### src/rtl/reg_arb_pkg.sv
// Shared types and constants for the REG_EIGHT round-robin arbiter.
// Op encoding matches the per-requester ARB_OP slices.
package reg_arb_pkg;

    typedef enum logic [1:0] {
        OP_READ,
        OP_LOAD,
        OP_CLEAR,
        OP_SET
    } reg_op_t;

    typedef enum {
        ST_IDLE,
        ST_ISSUE,
        ST_CHECK
    } arb_state_t;

    localparam logic [7:0] SET_VAL = 8'h01;
    localparam logic [7:0] CLR_VAL = 8'h00;

endpackage

### src/rtl/rr_pick.sv
// Combinational round-robin selector: first request at or after ptr,
// wrapping from N_REQ-1 back to 0.
module rr_pick #(
    parameter int N_REQ = 4,
    parameter int IW    = $clog2(N_REQ)
) (
    input  logic [N_REQ-1:0] req,
    input  logic [IW-1:0]    ptr,
    output logic [N_REQ-1:0] gnt,
    output logic [IW-1:0]    idx,
    output logic             any
);

    localparam int SW = IW + 1;

    logic [SW-1:0] slot;

    // Scan from the far end back toward ptr so the nearest requester wins.
    always_comb begin
        gnt  = '0;
        idx  = '0;
        any  = 1'b0;
        slot = '0;
        for (int k = N_REQ - 1; k >= 0; k--) begin
            slot = {1'b0, ptr} + SW'(k);
            if (slot >= SW'(N_REQ)) begin
                slot = slot - SW'(N_REQ);
            end
            if (req[slot[IW-1:0]]) begin
                idx = slot[IW-1:0];
                any = 1'b1;
            end
        end
        if (any) begin
            gnt[idx] = 1'b1;
        end
    end

endmodule

### src/rtl/reg_eight_arbiter.sv
// Round-robin owner of the shared REG_EIGHT register: one strobe per
// transaction, then a readback compare reported with a DONE pulse.
import reg_arb_pkg::*;

module reg_eight_arbiter #(
    parameter int N_REQ = 4,
    parameter int DW    = 8
) (
    input  logic                     ARB_CLK,
    input  logic                     ARB_RST,
    input  logic [N_REQ-1:0]         ARB_REQ,
    input  logic [2*N_REQ-1:0]       ARB_OP,
    input  logic [DW*N_REQ-1:0]      ARB_DATA,
    output logic [N_REQ-1:0]         ARB_GNT,
    output logic [N_REQ-1:0]         ARB_DONE,
    output logic [DW-1:0]            ARB_RDATA,
    output logic                     ARB_ERR,
    output logic                     ARB_BUSY,
    output logic [$clog2(N_REQ)-1:0] ARB_OWNER,
    output logic                     REG_E,
    output logic                     REG_C,
    output logic                     REG_SET,
    output logic [DW-1:0]            REG_D,
    input  logic [DW-1:0]            REG_Q
);

    localparam int IW = $clog2(N_REQ);

    arb_state_t      state;
    logic [IW-1:0]   ptr;
    logic [IW-1:0]   idx_q;
    reg_op_t         op_q;
    logic [DW-1:0]   data_q;

    logic [N_REQ-1:0] pick_gnt;
    logic [IW-1:0]    pick_idx;
    logic             pick_any;
    reg_op_t          pick_op;
    logic [DW-1:0]    pick_data;
    logic [DW-1:0]    exp_val;

    rr_pick #(
        .N_REQ (N_REQ),
        .IW    (IW)
    ) u_pick (
        .req (ARB_REQ),
        .ptr (ptr),
        .gnt (pick_gnt),
        .idx (pick_idx),
        .any (pick_any)
    );

    // Op and data of the requester that would win this cycle.
    always_comb begin
        pick_op   = reg_op_t'(ARB_OP[2*int'(pick_idx) +: 2]);
        pick_data = ARB_DATA[DW*int'(pick_idx) +: DW];
    end

    // Value the register should hold after the latched op; READ cannot err.
    always_comb begin
        exp_val = REG_Q;
        unique case (op_q)
            OP_LOAD:  exp_val = data_q;
            OP_CLEAR: exp_val = DW'(CLR_VAL);
            OP_SET:   exp_val = DW'(SET_VAL);
            default:  exp_val = REG_Q;
        endcase
    end

    // Transaction FSM: grant and strobe, let the register settle, read back.
    always_ff @(posedge ARB_CLK) begin
        if (ARB_RST) begin
            state     <= ST_IDLE;
            ptr       <= '0;
            idx_q     <= '0;
            op_q      <= OP_READ;
            data_q    <= '0;
            ARB_GNT   <= '0;
            ARB_DONE  <= '0;
            ARB_RDATA <= '0;
            ARB_ERR   <= 1'b0;
            ARB_BUSY  <= 1'b0;
            ARB_OWNER <= '0;
            REG_E     <= 1'b0;
            REG_C     <= 1'b0;
            REG_SET   <= 1'b0;
            REG_D     <= '0;
        end else begin
            unique case (state)
                ST_IDLE: begin
                    ARB_DONE <= '0;
                    if (pick_any) begin
                        state     <= ST_ISSUE;
                        idx_q     <= pick_idx;
                        op_q      <= pick_op;
                        data_q    <= pick_data;
                        ARB_GNT   <= pick_gnt;
                        ARB_OWNER <= pick_idx;
                        ARB_BUSY  <= 1'b1;
                        REG_D     <= pick_data;
                        REG_E     <= (pick_op == OP_LOAD);
                        REG_C     <= (pick_op == OP_CLEAR);
                        REG_SET   <= (pick_op == OP_SET);
                    end
                end
                ST_ISSUE: begin
                    state   <= ST_CHECK;
                    ARB_GNT <= '0;
                    REG_E   <= 1'b0;
                    REG_C   <= 1'b0;
                    REG_SET <= 1'b0;
                end
                ST_CHECK: begin
                    state     <= ST_IDLE;
                    ARB_RDATA <= REG_Q;
                    ARB_ERR   <= (REG_Q != exp_val);
                    ARB_DONE  <= N_REQ'(1) << idx_q;
                    ARB_BUSY  <= 1'b0;
                    ptr       <= (idx_q == IW'(N_REQ - 1)) ? '0
                                                           : idx_q + 1'b1;
                end
                default: begin
                    state <= ST_IDLE;
                end
            endcase
        end
    end

endmodule
### config.mk
export PLATFORM = sky130hd
export DESIGN_NAME = reg_eight_arbiter
export DESIGN_NICKNAME = d
export VERILOG_FILES = /design/src/rtl/reg_arb_pkg.sv /design/src/rtl/rr_pick.sv /design/src/rtl/reg_eight_arbiter.sv
export SDC_FILE = /design/constraint.sdc
export NUM_CORES = 1
export LEC_CHECK = 0
export ABC_CLOCK_PERIOD_IN_PS = 4200
export BUFFER_PORTS_ARGS = -buffer_cell sky130_fd_sc_hd__buf_4
export CORE_MARGIN = 2
export CORE_UTILIZATION = 35
export CTS_CLUSTER_SIZE = 40
export DETAILED_ROUTE_END_ITERATION = 7
export PLACE_DENSITY_LB_ADDON = 0.05
export SYNTH_ARGS = -nofsm -noshare
export SYNTH_HDL_FRONTEND = slang
export SYNTH_HIERARCHICAL = 1
export SYNTH_SLANG_ARGS = --single-unit
export TNS_END_PERCENT = 30
### constraint.sdc
create_clock -name ARB_CLK -period 4.2 [get_ports ARB_CLK]
set_input_delay 0.84 -clock ARB_CLK [delete_from_list [all_inputs] [get_ports ARB_CLK]]
set_output_delay 0.84 -clock ARB_CLK [all_outputs]
set_load 0.1 [all_outputs]
* After elaboration in Yosys (flattened, before gate mapping)
Cells that the tools add are included.
** Cells by class
- Magnitude comparators :: 10
- $add $sub $neg :: 8
- Muxes and demuxes :: 37
- Equality and inequality tests :: 11
- Reduce and logical (&&, ||, !) cells :: 7
- Shift-type cells :: 3
** Operator list (number)
- one-hot mux 32 bit (2 select lines) :: 1
- == test 32 x 1 -> 1 bit, second input constant :: 1
- == test 32 x 2 -> 1 bit, second input constant :: 1
- logical NOT 32 bit :: 1
- 2-to-1 mux 32 bit :: 1
- variable part select 32 x 6 -> 8 bit :: 1
- one-hot mux 8 bit (3 select lines) :: 1
- 2-to-1 mux 2 bit :: 9
- one-hot mux 4 bit (2 select lines) :: 2
- less-than comparator 2 x 3 -> 1 bit, second input constant :: 5
- 2-to-1 mux 1 bit :: 13
- == test 2 bit, second input constant :: 5
- >= comparator 3 bit, second input constant :: 3
- binary-select mux 1 bit (select 2 bit) :: 4
- inequality test 8 bit :: 1
- one-hot mux 1 bit (2 select lines) :: 4
- variable part select 8 x 4 -> 2 bit :: 1
- subtractor 2 x 1 -> 2 bit, second input constant :: 4
- adder 2 x 2 -> 3 bit, second input constant :: 2
- AND reduction 2 bit :: 3
- == test 2 x 1 -> 1 bit, second input constant :: 2
- 2-to-1 mux 4 bit :: 1
- nonzero test 2 bit :: 2
- << shifter 1 x 2 -> 4 bit, first input constant :: 1
- 7 further kinds :: 7
** Storage, ports and cells
- Register bits :: 67
- Word-level logic and storage cells :: 89
- Input port bits :: 54

* Logic depth before layout (Yosys ltp)
Gate-level depths: netlist of run 1.
- Depth after elaboration :: 15
- Depth in mapped cells :: 9
- Depth with buffers taken out :: 7

* Modules after synthesis
The synthesis of run 1 kept the hierarchy.
** By module, submodules not included
- reg_eight_arbiter :: area each 1791.7 um^2, sequential area each 740.7 um^2, cells each 193, instances 1
- rr_pick :: area each 211.5 um^2, sequential area each 0.0 um^2, cells each 33, instances 1

* Least setup slack after synthesis of run 1
OpenSTA, ideal clock, no wires.
- Path type :: input-to-reg
- From :: input ARB_REQ[0]
- To :: register REG_C
- Arrival :: 2388 ps
- Setup slack :: 1685 ps
- Library setup time :: 128 ps
- Cell stages on the path :: 9
- Buffers on the path :: 2
- Data required time :: 4072 ps
- Cell sequence :: buf_4 -> a21boi_1 -> o22ai_1 -> a31oi_1 -> buf_6 -> mux4_2 -> nand2_1 -> a2bb2oi_2 -> nor2_1
** On the way
- Word-level cells in the longest chain between the ends :: 10
- Elaborated cells on any way between the ends :: 22
** Ends and longest elaborated chain
- from (decl) :: RTL line reg_eight_arbiter.sv:11 : input logic [N_REQ-1:0] ARB_REQ,
- binary-select mux 1 bit (select 2 bit) :: RTL line rr_pick.sv:29 : if (req[slot[IW-1:0]]) begin
- 2-to-1 mux 1 bit (not written as such) :: RTL line rr_pick.sv:29
- 2-to-1 mux 2 bit (3 in series) :: RTL line rr_pick.sv:29
- 2-to-1 mux 2 bit (*) :: RTL line rr_pick.sv:29
- net pick_idx[0] :: RTL line reg_eight_arbiter.sv:36 : logic [IW-1:0] pick_idx;
- variable part select 8 x 4 -> 2 bit (*) :: RTL line reg_eight_arbiter.sv:55 : pick_op = reg_op_t'(ARB_OP[2*int'(pick_idx) +: 2]);
- == test 2 bit (*) :: RTL line reg_eight_arbiter.sv:102 : REG_C <= (pick_op == OP_CLEAR);
- 2-to-1 mux 1 bit (*) :: RTL line reg_eight_arbiter.sv:92 : if (pick_any) begin
- one-hot mux 1 bit (2 select lines) (*) :: RTL line reg_eight_arbiter.sv:89 : unique case (state)
- to (signal assigned) :: RTL line reg_eight_arbiter.sv:102
- to (decl) :: RTL line reg_eight_arbiter.sv:21 : output logic REG_C,
Mark *: on every way through the listed nets, which the timed path passes. The rest lies on a longest branch. The select of a mux whose other input is x is not followed.
A chain may end at the register's enable or synchronous reset.

* Worst setup path after layout of run 1
- From :: input ARB_REQ[0]
- To :: register REG_E
** On the way
- Word-level cells in the longest chain between the ends :: 10
- Elaborated cells on any way between the ends :: 22
** Ends and longest elaborated chain
- binary-select mux 1 bit (select 2 bit) :: RTL line rr_pick.sv:29
- 2-to-1 mux 1 bit (not written as such) :: RTL line rr_pick.sv:29
- 2-to-1 mux 2 bit (3 in series) :: RTL line rr_pick.sv:29
- 2-to-1 mux 2 bit (*) :: RTL line rr_pick.sv:29
- net pick_idx[0] :: RTL line reg_eight_arbiter.sv:36
- variable part select 8 x 4 -> 2 bit (*) :: RTL line reg_eight_arbiter.sv:55
- == test 2 x 1 -> 1 bit (*) :: RTL line reg_eight_arbiter.sv:101 : REG_E <= (pick_op == OP_LOAD);
- 2-to-1 mux 1 bit (*) :: RTL line reg_eight_arbiter.sv:92
- one-hot mux 1 bit (2 select lines) (*) :: RTL line reg_eight_arbiter.sv:89
- to (signal assigned) :: RTL line reg_eight_arbiter.sv:101
- to (decl) :: RTL line reg_eight_arbiter.sv:20 : output logic REG_E,
Marked as above.

==> results.sh, run 1 <==
export IMPL_dpl_instance_area_um2=2630
export IMPL_finalNetCount=360
export IMPL_dieHeight_um=79.7
export IMPL_period_share_pct=57.1
export IMPL_worstSetupPathType="in -> reg"
export IMPL_cp_start_kind="input port"
export IMPL_holdBufCountCts=0
export IMPL_grt_pass1_vias=1684
export IMPL_slew_headroom_pct=58.7
export IMPL_syn_inst=226
export IMPL_finalSetupViolCount=0
export IMPL_clockRootBuffer="clkbuf_8"
export IMPL_powerDensity_nw_per_um2=365
export IMPL_rows=27
export IMPL_place_hpwl_mm=3.74
export IMPL_fp_dieW_um=79.7
export IMPL_slowest_delay_ns=0.65
export IMPL_dp_slack_ns=1.49
export IMPL_routed_wl_mm=5.02
export IMPL_final_area_um2=2720
export IMPL_yosysUniqueCellTypes=44
export IMPL_synth_nets=284
export IMPL_synth_area_um2=2000
export IMPL_tns_ns=0
export IMPL_start_util_pct=36.4
export IMPL_portBuffers=84
export IMPL_maxCapViolCount=0
export IMPL_seq_area_frac_synth_pct=37.0
export IMPL_cp_required_ns=4.37
export IMPL_layout_drive_gt1_share_pct=31.8
export IMPL_async_flop_share_pct=0
export IMPL_avgRoutedWirePerCell_um=13.4
export IMPL_path_cells="buf_4 > a21boi_1 > o22ai_1 > a31oi_1 > buf_4 > mux4_1 > nand2_1 > a2bb2oi_1 > nor2_1"
export IMPL_die_area_um2=6340
export IMPL_cts_setup_buffers=0
export IMPL_clkTransAtPathRegs_ns=0.07
export IMPL_cts_tree="done"
export IMPL_area_delta_synth_final_pct=35.7
export IMPL_maxSlewViolCount=0
export IMPL_fin_skew_ns=0.00187
export IMPL_numClockSinks=37
export IMPL_ys_warn_count=6
export IMPL_htreeDepth=2
export IMPL_rsz0062_at_grt="no"
export IMPL_worst_pin_slew_ns=0.618
export IMPL_track_usage_pct=16.1
export IMPL_cp_end_kind="flip-flop"
export IMPL_crit_slowest_cell="mux4_1"
export IMPL_cts_resized=0
export IMPL_worst_ep_arrival_time_ns=2.56
export IMPL_num_io_pins=85
export IMPL_grt_max_degree=38
export IMPL_synthFlopType="dfxtp_1"
export IMPL_whs_ns=0.456
export IMPL_antenna_cells=0
export IMPL_grt_pass1_wl_mm=7.97
export IMPL_synth_avg_cell_area_um2=8.86
export IMPL_antenna_found_initial=0
export IMPL_status="finished clean"
export IMPL_p_leak_nw=1.16
export IMPL_setup_ws_ns=1.80
export IMPL_detail_route_first_pass_iterations=4
export IMPL_drtAntennaViolNets=0
export IMPL_clk_insertion_delay_late_ns=0.29
export IMPL_irDropWorstVdd_v=0.000138
export IMPL_cp_num_buf_inv=2
export IMPL_vias=1899
export IMPL_min_period_ns=2.40
export IMPL_drtIter0Drc=142
export IMPL_via_per_inst=5.08
export IMPL_cts_buffer_depth=2
export IMPL_worst_path_max_fanout=11
export IMPL_grt_overflow_total=0
export IMPL_drt_drc_violations_left=0
export IMPL_hold_path_class="reg -> reg"
export IMPL_utilization_pct=49.4
export IMPL_synth_edf_count=0
export IMPL_gp_congestion=0.799
export IMPL_crit_top_cell="buf_4"
export IMPL_synth_seq_cells=37
export IMPL_finalHoldViolations=0
export IMPL_core_area_um2=5510
export IMPL_crit_family="multiplexers"
export IMPL_cts_buffers=5
export IMPL_fmax_mhz=417
-- cell families after synthesis --
family                   synth area share [%]
buffers and inverters                    6.25
adder cells (fa/ha/maj)                  2.50
AO/OA/AOI/OAI                            19.7
XOR/XNOR                                 2.19
multiplexers                             13.4
AND/OR/NAND/NOR                          19.0
flip-flops                               37.0
-- cells in the final DEF (no fill, tap or decap), drive strengths merged, types with 4 or more instances in the layout --
cell    synthesis  final
ha              4      4
nor3            4      4
dfxtp          37     37
a22oi           9      9
clkbuf          5      7
inv             7      7
nor2           23     23
mux4           10     10
nand2          44     44
o21ai          10     10
buf            11     85
a21oi          27     27
xnor2           5      5
-- flip-flops by register name (all words and copies together) (netlist names) --
name and flops:
ARB_RDATA 8, data_q 8, ARB_DONE 4, ARB_GNT 4, idx_q 2, op_q 2, ptr 2, state 2
ARB_BUSY 1, ARB_ERR 1, REG_C 1, REG_E 1, REG_SET 1
-- cells in the mapped netlist, types with 2 or more instances --
| cell type | number | share of area [%] |
|---|---|---|
| buf_2 | 6 | 1.5 |
| buf_6 | 3 | 1.7 |
| mux4_1 | 9 | 12 |
| a22oi_1 | 9 | 3.4 |
| a31oi_1 | 2 | 0.62 |
| nor3_1 | 4 | 1.0 |
| nand2b_1 | 2 | 0.62 |
| o221a_2 | 2 | 1.1 |
| clkbuf_1 | 4 | 0.75 |
| o21ai_0 | 8 | 2.0 |
| nor2_1 | 23 | 4.3 |
| ha_1 | 4 | 2.5 |
| buf_4 | 2 | 0.75 |
| dfxtp_1 | 37 | 37 |
| nand2_1 | 44 | 8.2 |
| a32oi_1 | 2 | 0.87 |
| inv_1 | 7 | 1.3 |
| xnor2_1 | 5 | 2.2 |
| o21ai_1 | 2 | 0.50 |
| a21oi_1 | 27 | 6.7 |
-- through the flow --
stage,total power [mW],std cells
finish,0.992,374
global route,1.05,374
CTS,1.00,374
detailed placement,0.756,367
global placement,0.755,367
floorplan,0.665,226
-- tightest hold or removal path, cell delays in order, from the launching register on --
cell and delay, ns:
dfxtp_1 0.31, nand2_1 0.05, a21oi_1 0.05
-- final cells by class --
class / instances / area [um2]
fillers: 568 / 2790
multi-input cells: 166 / 1140
flip-flops and latches: 37 / 741
repair buffers: 85 / 638
well taps: 72 / 90.1
clock buffers: 7 / 86.3
inverters: 7 / 26.3
-- final timing paths --
check,slack [ns],start,depth (start not counted),to
min,0.46,ARB_RDATA[1],2,ARB_RDATA[1]
max,1.80,ARB_REQ[0],9,REG_E
min reg2reg,0.46,ARB_RDATA[1],2,ARB_RDATA[1]
max reg2reg,1.81,ptr[1],8,REG_E
-- report_power, final --
group          total, mW  switching [mW]  internal (mW)  leakage [nW]
Combinational      0.342           0.225          0.116         0.811
Clock              0.247           0.117          0.130        0.0443
Sequential         0.404          0.0283          0.375         0.303
-- layer usage --
| layer | wire, um | vias up | track usage (%) |
|---|---|---|---|
| met5 | 0 | - | 0 |
| met4 | 68 | 0 | 5.69 |
| met3 | 466 | 6 | 5.66 |
| met2 | 2110 | 79 | 22.2 |
| met1 | 2370 | 860 | 23.1 |
| li1 | - | 954 | - |
Note: power is estimated with default switching activity, not from simulation.
==> inputs of run 2 (changes only) <==
--- a/config.mk
+++ b/config.mk
@@ -5,7 +5,7 @@
 export SDC_FILE = /design/constraint.sdc
 export NUM_CORES = 1
 export LEC_CHECK = 0
-export ABC_CLOCK_PERIOD_IN_PS = 4200
+export ABC_CLOCK_PERIOD_IN_PS = 2020
 export BUFFER_PORTS_ARGS = -buffer_cell sky130_fd_sc_hd__buf_4
 export CORE_MARGIN = 2
 export CORE_UTILIZATION = 35
==> constraint.sdc (replaced) <==
create_clock -name ARB_CLK -period 2.02 [get_ports ARB_CLK]
set_input_delay 0.404 -clock ARB_CLK [delete_from_list [all_inputs] [get_ports ARB_CLK]]
set_output_delay 0.404 -clock ARB_CLK [all_outputs]
set_load 0.1 [all_outputs]
==> run 2 against run 1 <==
Combinational power up 120%. Register-to-register slack worse by 1.7 ns. First-iteration DRC count is 58% lower. Sequential cell count unchanged. Sequential power is 110% higher. Setup slack worse by 1.7 ns. Cell count grew 4.0%. Count of clock-buffer cells in the layout stayed put.
==> results.sh, run 2 (same netlist as run 1, synthesis figures left out) <==
export IMPL_cp_start_kind="flip-flop"
export IMPL_track_usage_pct=17.2
export IMPL_numClockSinks=37
export IMPL_cp_required_ns=2.18
export IMPL_finalNetCount=375
export IMPL_die_area_um2=6340
export IMPL_antenna_found_initial=0
export IMPL_drtAntennaViolNets=0
export IMPL_clkTransAtPathRegs_ns=0.07
export IMPL_powerDensity_nw_per_um2=746
export IMPL_htreeDepth=2
export IMPL_cts_buffers=5
export IMPL_p_comb_share_pct=36.2
export IMPL_cp_depth=8
export IMPL_cp_num_buf_inv=2
export IMPL_start_util_pct=36.4
export IMPL_crit_family="multiplexers"
export IMPL_intPower_mw=1.33
export IMPL_swShare_pct=37.3
export IMPL_grt_pass1_vias=1806
export IMPL_drtIter0Drc=59
export IMPL_final_cell_mix="buf_4, nand2_1, dfxtp_1"
export IMPL_worst_path_max_fanout=8
export IMPL_core_area_um2=5510
export IMPL_grt_pass1_wl_mm=8.64
export IMPL_dieHeight_um=79.7
export IMPL_num_io_pins=85
export IMPL_rsz0062_at_grt="yes"
export IMPL_top_layer="met4"
export IMPL_crit_slowest_cell="mux4_1"
export IMPL_holdBufCountCts=0
export IMPL_worst_pin_slew_ns=0.502
export IMPL_r2r_cells=8
export IMPL_worst_ep_arrival_time_ns=2.09
export IMPL_whs_ns=0.383
export IMPL_wl_met2_mm=2.26
export IMPL_status="finished clean"
export IMPL_layout_drive_gt1_share_pct=37.9
export IMPL_cp_startpoint="ptr[1]"
export IMPL_finalHoldViolations=0
export IMPL_cp_end_kind="flip-flop"
export IMPL_cts_buffer_depth=2
export IMPL_gp_congestion=0.825
export IMPL_hold_path_class="in -> reg"
export IMPL_grt_overflow_total=0
export IMPL_fp_dieW_um=79.7
export IMPL_rows=27
export IMPL_slowest_delay_ns=0.56
export IMPL_p_seq_share_pct=39.4
export IMPL_fin_skew_ns=0.00256
export IMPL_clkPwrFrac_pct=24.4
export IMPL_vias=1946
export IMPL_routed_wl_mm=5.26
export IMPL_worstSetupPathType="reg -> reg"
export IMPL_clockRootBuffer="clkbuf_8"
export IMPL_r2r_start="ptr[1]"
export IMPL_slew_headroom_pct=66.6
export IMPL_detail_route_first_pass_iterations=4
export IMPL_irDropWorstVdd_v=0.000246
export IMPL_fmax_mhz=517
export IMPL_final_common_cell="buf_4"
export IMPL_drt_drc_violations_left=0
export IMPL_reg_largest_list="ARB_RDATA x8, data_q x8"
export IMPL_power_switching_mw=0.791
export IMPL_wirelength_met1_mm=2.41
export IMPL_via_per_inst=5.00
export IMPL_antenna_cells=0
export IMPL_maxCapViolCount=0
export IMPL_maxSlewViolCount=0
export IMPL_min_period_ns=1.93
export IMPL_tns_ns=0
export IMPL_clk_insertion_delay_late_ns=0.28
export IMPL_area_delta_synth_final_pct=41.9
export IMPL_place_hpwl_mm=4.04
export IMPL_finalSetupViolCount=0
export IMPL_portBuffers=84
export IMPL_p_leak_nw=1.22
export IMPL_path_cells="mux2i_1 > o22ai_1 > a31oi_1 > buf_4 > buf_8 > mux4_1 > nand2_1 > a21oi_1"
export IMPL_period_share_pct=95.7
export IMPL_met3_length_um=513
export IMPL_grt_max_degree=38
export IMPL_cts_tree="done"
export IMPL_holdCritStartpoint="REG_Q[4]"
export IMPL_worstHoldPathCells=3
export IMPL_avgRoutedWirePerCell_um=13.5
## run 2: worst paths after layout
path	slack, ns	end
setup reg to reg	0.09	data_q[2]
hold / removal	0.38	ARB_RDATA[4]
hold reg to reg	0.46	ARB_RDATA[0]
setup / recovery	0.09	data_q[2]
## run 2: worst register-to-register path: cells and delay by family, from the launching register on
family | cells | cell delay (ns)
AO/OA/AOI/OAI | 3 | 0.29
buffers and inverters | 2 | 0.31
flip-flops | 1 | 0.38
multiplexers | 2 | 0.74
AND/OR/NAND/NOR | 1 | 0.09
## run 2: cell type report
class / count / area (um2)
timing repair buffer: 100 / 758
tap: 72 / 90.1
sequential: 37 / 744
multi-input combinational: 166 / 1140
inverter: 7 / 26.3
fill: 568 / 2660
clock buffer: 7 / 86.3
## run 2: through the flow
| stage | cell area, um2 | instances | worst slack, ns | power [mW] | utilization [%] |
|---|---|---|---|---|---|
| 2_1_floorplan | 2020 | 226 | -0.0178 | 1.39 | - |
| 3_3_place_gp | 2750 | 381 | -0.104 | 1.60 | 49.9 |
| 3_5_place_dp | 2750 | 381 | -0.127 | 1.61 | 49.9 |
| 4_1_cts | 2830 | 388 | 0.0261 | 2.13 | 51.5 |
| 5_1_grt | 2840 | 389 | -0.0255 | 2.24 | 51.6 |
| 6_report | 2840 | 389 | 0.0863 | 2.12 | 51.6 |
## run 2: power groups by stage
| stage | logic [mW] | clock network [mW] | registers (mW) |
|---|---|---|---|
| after floorplan | 0.262 | 0 | 1.12 |
| after global placement | 0.751 | 0 | 0.853 |
| after detailed placement | 0.756 | 0 | 0.855 |
| after CTS | 0.760 | 0.535 | 0.837 |
| after global routing | 0.820 | 0.573 | 0.846 |
| final | 0.768 | 0.517 | 0.836 |
## run 2: per-layer routing
layer	GRT usage (%)	vias up
li1	-	985
met1	24.2	866
met2	25.1	89
met3	4.75	6
met4	6.38	0
met5	0	-
## run 2: repair_timing
item / in CTS / in global routing
endpoints found under the setup margin: 8 / 10
gates resized for setup: 3 / 6
pin swaps: 0 / 1
setup buffers: 0 / 1
==> inputs of run 3 (changes only) <==
--- a/config.mk
+++ b/config.mk
@@ -11,6 +11,7 @@
 export CORE_UTILIZATION = 35
 export CTS_CLUSTER_SIZE = 40
 export DETAILED_ROUTE_END_ITERATION = 7
+export GPL_TIMING_DRIVEN = 0
 export PLACE_DENSITY_LB_ADDON = 0.05
 export SYNTH_ARGS = -nofsm -noshare
 export SYNTH_HDL_FRONTEND = slang
==> run 3 against run 2 <==
The run now ends with setup timing left. Worst hold slack worse by 0.0041 ns. Critical path type unchanged. Design area barely moved. Utilization is essentially flat. Highest routed layer unchanged. Clock power shrank 4.6%. Clock skew increased by 0.00060 ns. Largest power group unchanged. Power fell by 0.53%. Routed wire length grew 3.3%. Register-to-register slack worse by 0.16 ns. Sequential share of layout area fell by 0.077 points. Die area stayed put.
==> results.sh, run 3 (same netlist as run 1, synthesis figures left out) <==
export IMPL_antenna_found_initial=0
export IMPL_final_cells=393
export IMPL_placed_cells=378
export IMPL_fp_dieW_um=79.7
export IMPL_cts_tree="done"
export IMPL_slowest_delay_ns=0.55
export IMPL_antenna_cells=0
export IMPL_finalNetCount=378
export IMPL_track_usage_pct=17.4
export IMPL_fin_skew_ns=0.00316
export IMPL_worst_pin_slew_ns=0.633
export IMPL_r2r_cells=9
export IMPL_gp_congestion=0.825
export IMPL_tns_ns=-0.303
export IMPL_crit_top_cell="buf_6"
export IMPL_avgRoutedWirePerCell_um=13.8
export IMPL_powerDensity_nw_per_um2=742
export IMPL_routed_wl_mm=5.44
export IMPL_area_delta_synth_final_pct=41.8
export IMPL_vias=1963
export IMPL_status="complete, but fails checks"
export IMPL_cts_buffer_depth=2
export IMPL_cp_required_ns=2.18
export IMPL_grt_overflow_total=0
export IMPL_clkPwrFrac_pct=23.4
export IMPL_layout_drive_gt1_share_pct=39.6
export IMPL_worstSetupPathType="reg -> reg"
export IMPL_portBuffers=80
export IMPL_fmax_mhz=477
export IMPL_start_util_pct=36.4
export IMPL_numClockSinks=37
export IMPL_cp_startpoint="ptr[1]"
export IMPL_setup_ws_ns=-0.0762
export IMPL_r2r_start="ptr[1]"
export IMPL_die_area_um2=6340
export IMPL_r2r_slack_ns=-0.08
export IMPL_crit_end="REG_C"
export IMPL_utilization_pct=51.6
export IMPL_via_per_inst=4.99
export IMPL_rows=27
export IMPL_intPower_mw=1.31
export IMPL_grt_pass1_wl_mm=8.61
export IMPL_worst_path_max_fanout=5
export IMPL_p_seq_share_pct=39.3
export IMPL_holdCritStartpoint="REG_Q[0]"
export IMPL_cp_end_kind="flip-flop"
export IMPL_worst_ep_arrival_time_ns=2.26
export IMPL_drtAntennaViolNets=0
export IMPL_clk_insertion_delay_late_ns=0.29
export IMPL_path_cells="buf_6 > mux2i_1 > o22ai_1 > a31oi_2 > buf_6 > mux4_2 > nand2_2 > a2bb2oi_2 > nor2_1"
export IMPL_clockRootBuffer="clkbuf_8"
export IMPL_hold_path_class="in -> reg"
export IMPL_min_period_ns=2.10
export IMPL_irDropWorstVdd_v=0.000245
export IMPL_place_hpwl_mm=4.06
export IMPL_p_comb_share_pct=37.3
export IMPL_dieHeight_um=79.7
export IMPL_final_cell_mix="buf_4, nand2_1, dfxtp_1"
export IMPL_slew_headroom_pct=57.7
export IMPL_power_switching_mw=0.803
export IMPL_violations="setup timing"
export IMPL_finalHoldViolations=0
export IMPL_crit_slowest_cell="mux4_2"
export IMPL_cp_start_kind="flip-flop"
export IMPL_rsz0062_at_grt="yes"
export IMPL_p_leak_nw=1.20
export IMPL_detail_route_first_pass_iterations=4
export IMPL_reg_largest_list="ARB_RDATA x8, data_q x8"
export IMPL_drt_drc_violations_left=0
export IMPL_fillCellCount=560
export IMPL_rr_endpoint="REG_C"
export IMPL_grt_max_degree=11
export IMPL_period_share_pct=104
export IMPL_num_io_pins=85
export IMPL_htreeDepth=2
export IMPL_swShare_pct=38.0
export IMPL_drtIter0Drc=70
export IMPL_grt_pass1_vias=1771
export IMPL_core_area_um2=5510
export IMPL_finalSetupViolCount=10
export IMPL_maxCapViolCount=0
export IMPL_maxSlewViolCount=0
export IMPL_cts_buffers=5
export IMPL_clkTransAtPathRegs_ns=0.07
export IMPL_final_common_cell="buf_4"
[run 3: cell count changes in the layout (fill, tap and decap cells not counted), sizes merged]
| cell | change |
|---|---|
| clkbuf | +6 |
| buf | -2 |
[run 3: layout make-up]
cell class	instances	area (um2)	area share (%)
Multi-Input combinational cell	166	1130	39.9
Sequential cell	37	742	26.1
Timing Repair Buffer	87	663	23.3
Buffer	16	106	3.74
Tap cell	72	90.1	3.17
Clock buffer	8	80.1	2.82
Inverter	7	26.3	0.925
[run 3: timing repair]
| item | CTS | global route |
|---|---|---|
| hold buffers | 0 | 0 |
| resized for setup | 12 | 3 |
| pin swaps | 10 | 6 |
| setup buffers | 6 | 0 |
| cloned | 1 | 0 |
| setup endpoints to repair | 13 | 13 |
[run 3: stage by stage]
stage | area, um2 | setup WS, ns | power (mW) | hold WS [ns]
after floorplan | 2020 | -0.0178 | 1.39 | 0.441
after global placement | 2710 | -0.247 | 1.59 | 0.443
after detailed placement | 2710 | -0.253 | 1.60 | 0.448
after CTS | 2830 | -0.0726 | 2.13 | 0.374
after global routing | 2840 | -0.167 | 2.22 | 0.371
final | 2840 | -0.0762 | 2.11 | 0.379
[run 3: routing by layer]
metal / up-vias / track usage [%] / routed length, um
met5: - / 0 / 0
met4: 0 / 6.72 / 72
met3: 4 / 4.07 / 493
met2: 91 / 25.1 / 2310
met1: 883 / 25.1 / 2560
li1: 985 / - / -
[run 3: worst min-delay path by stage]
stage              endpoint  depth (start not counted)  slack, ns
2_1_floorplan       op_q[0]                          2       0.44
3_3_place_gp   ARB_RDATA[4]                          2       0.44
3_5_place_dp   ARB_RDATA[4]                          2       0.45
4_1_cts        ARB_RDATA[0]                          3       0.37
5_1_grt        ARB_RDATA[0]                          3       0.37
6_report       ARB_RDATA[0]                          3       0.38
[run 3: power by group through the flow]
stage                     logic, mW  clock network (mW)  registers (mW)
after floorplan               0.262                   0            1.12
after global placement        0.746                   0           0.846
after detailed placement      0.749                   0           0.847
after CTS                     0.786               0.512           0.831
after global routing          0.837               0.550           0.837
final                         0.787               0.493           0.830
[run 3: worst max-delay path: cells and delay by family (launching register included)]
family / cells / cell delay, ns
flops: 1 / 0.36
compound gates: 3 / 0.44
buf+inv: 2 / 0.27
mux: 2 / 0.73
simple gates: 2 / 0.16
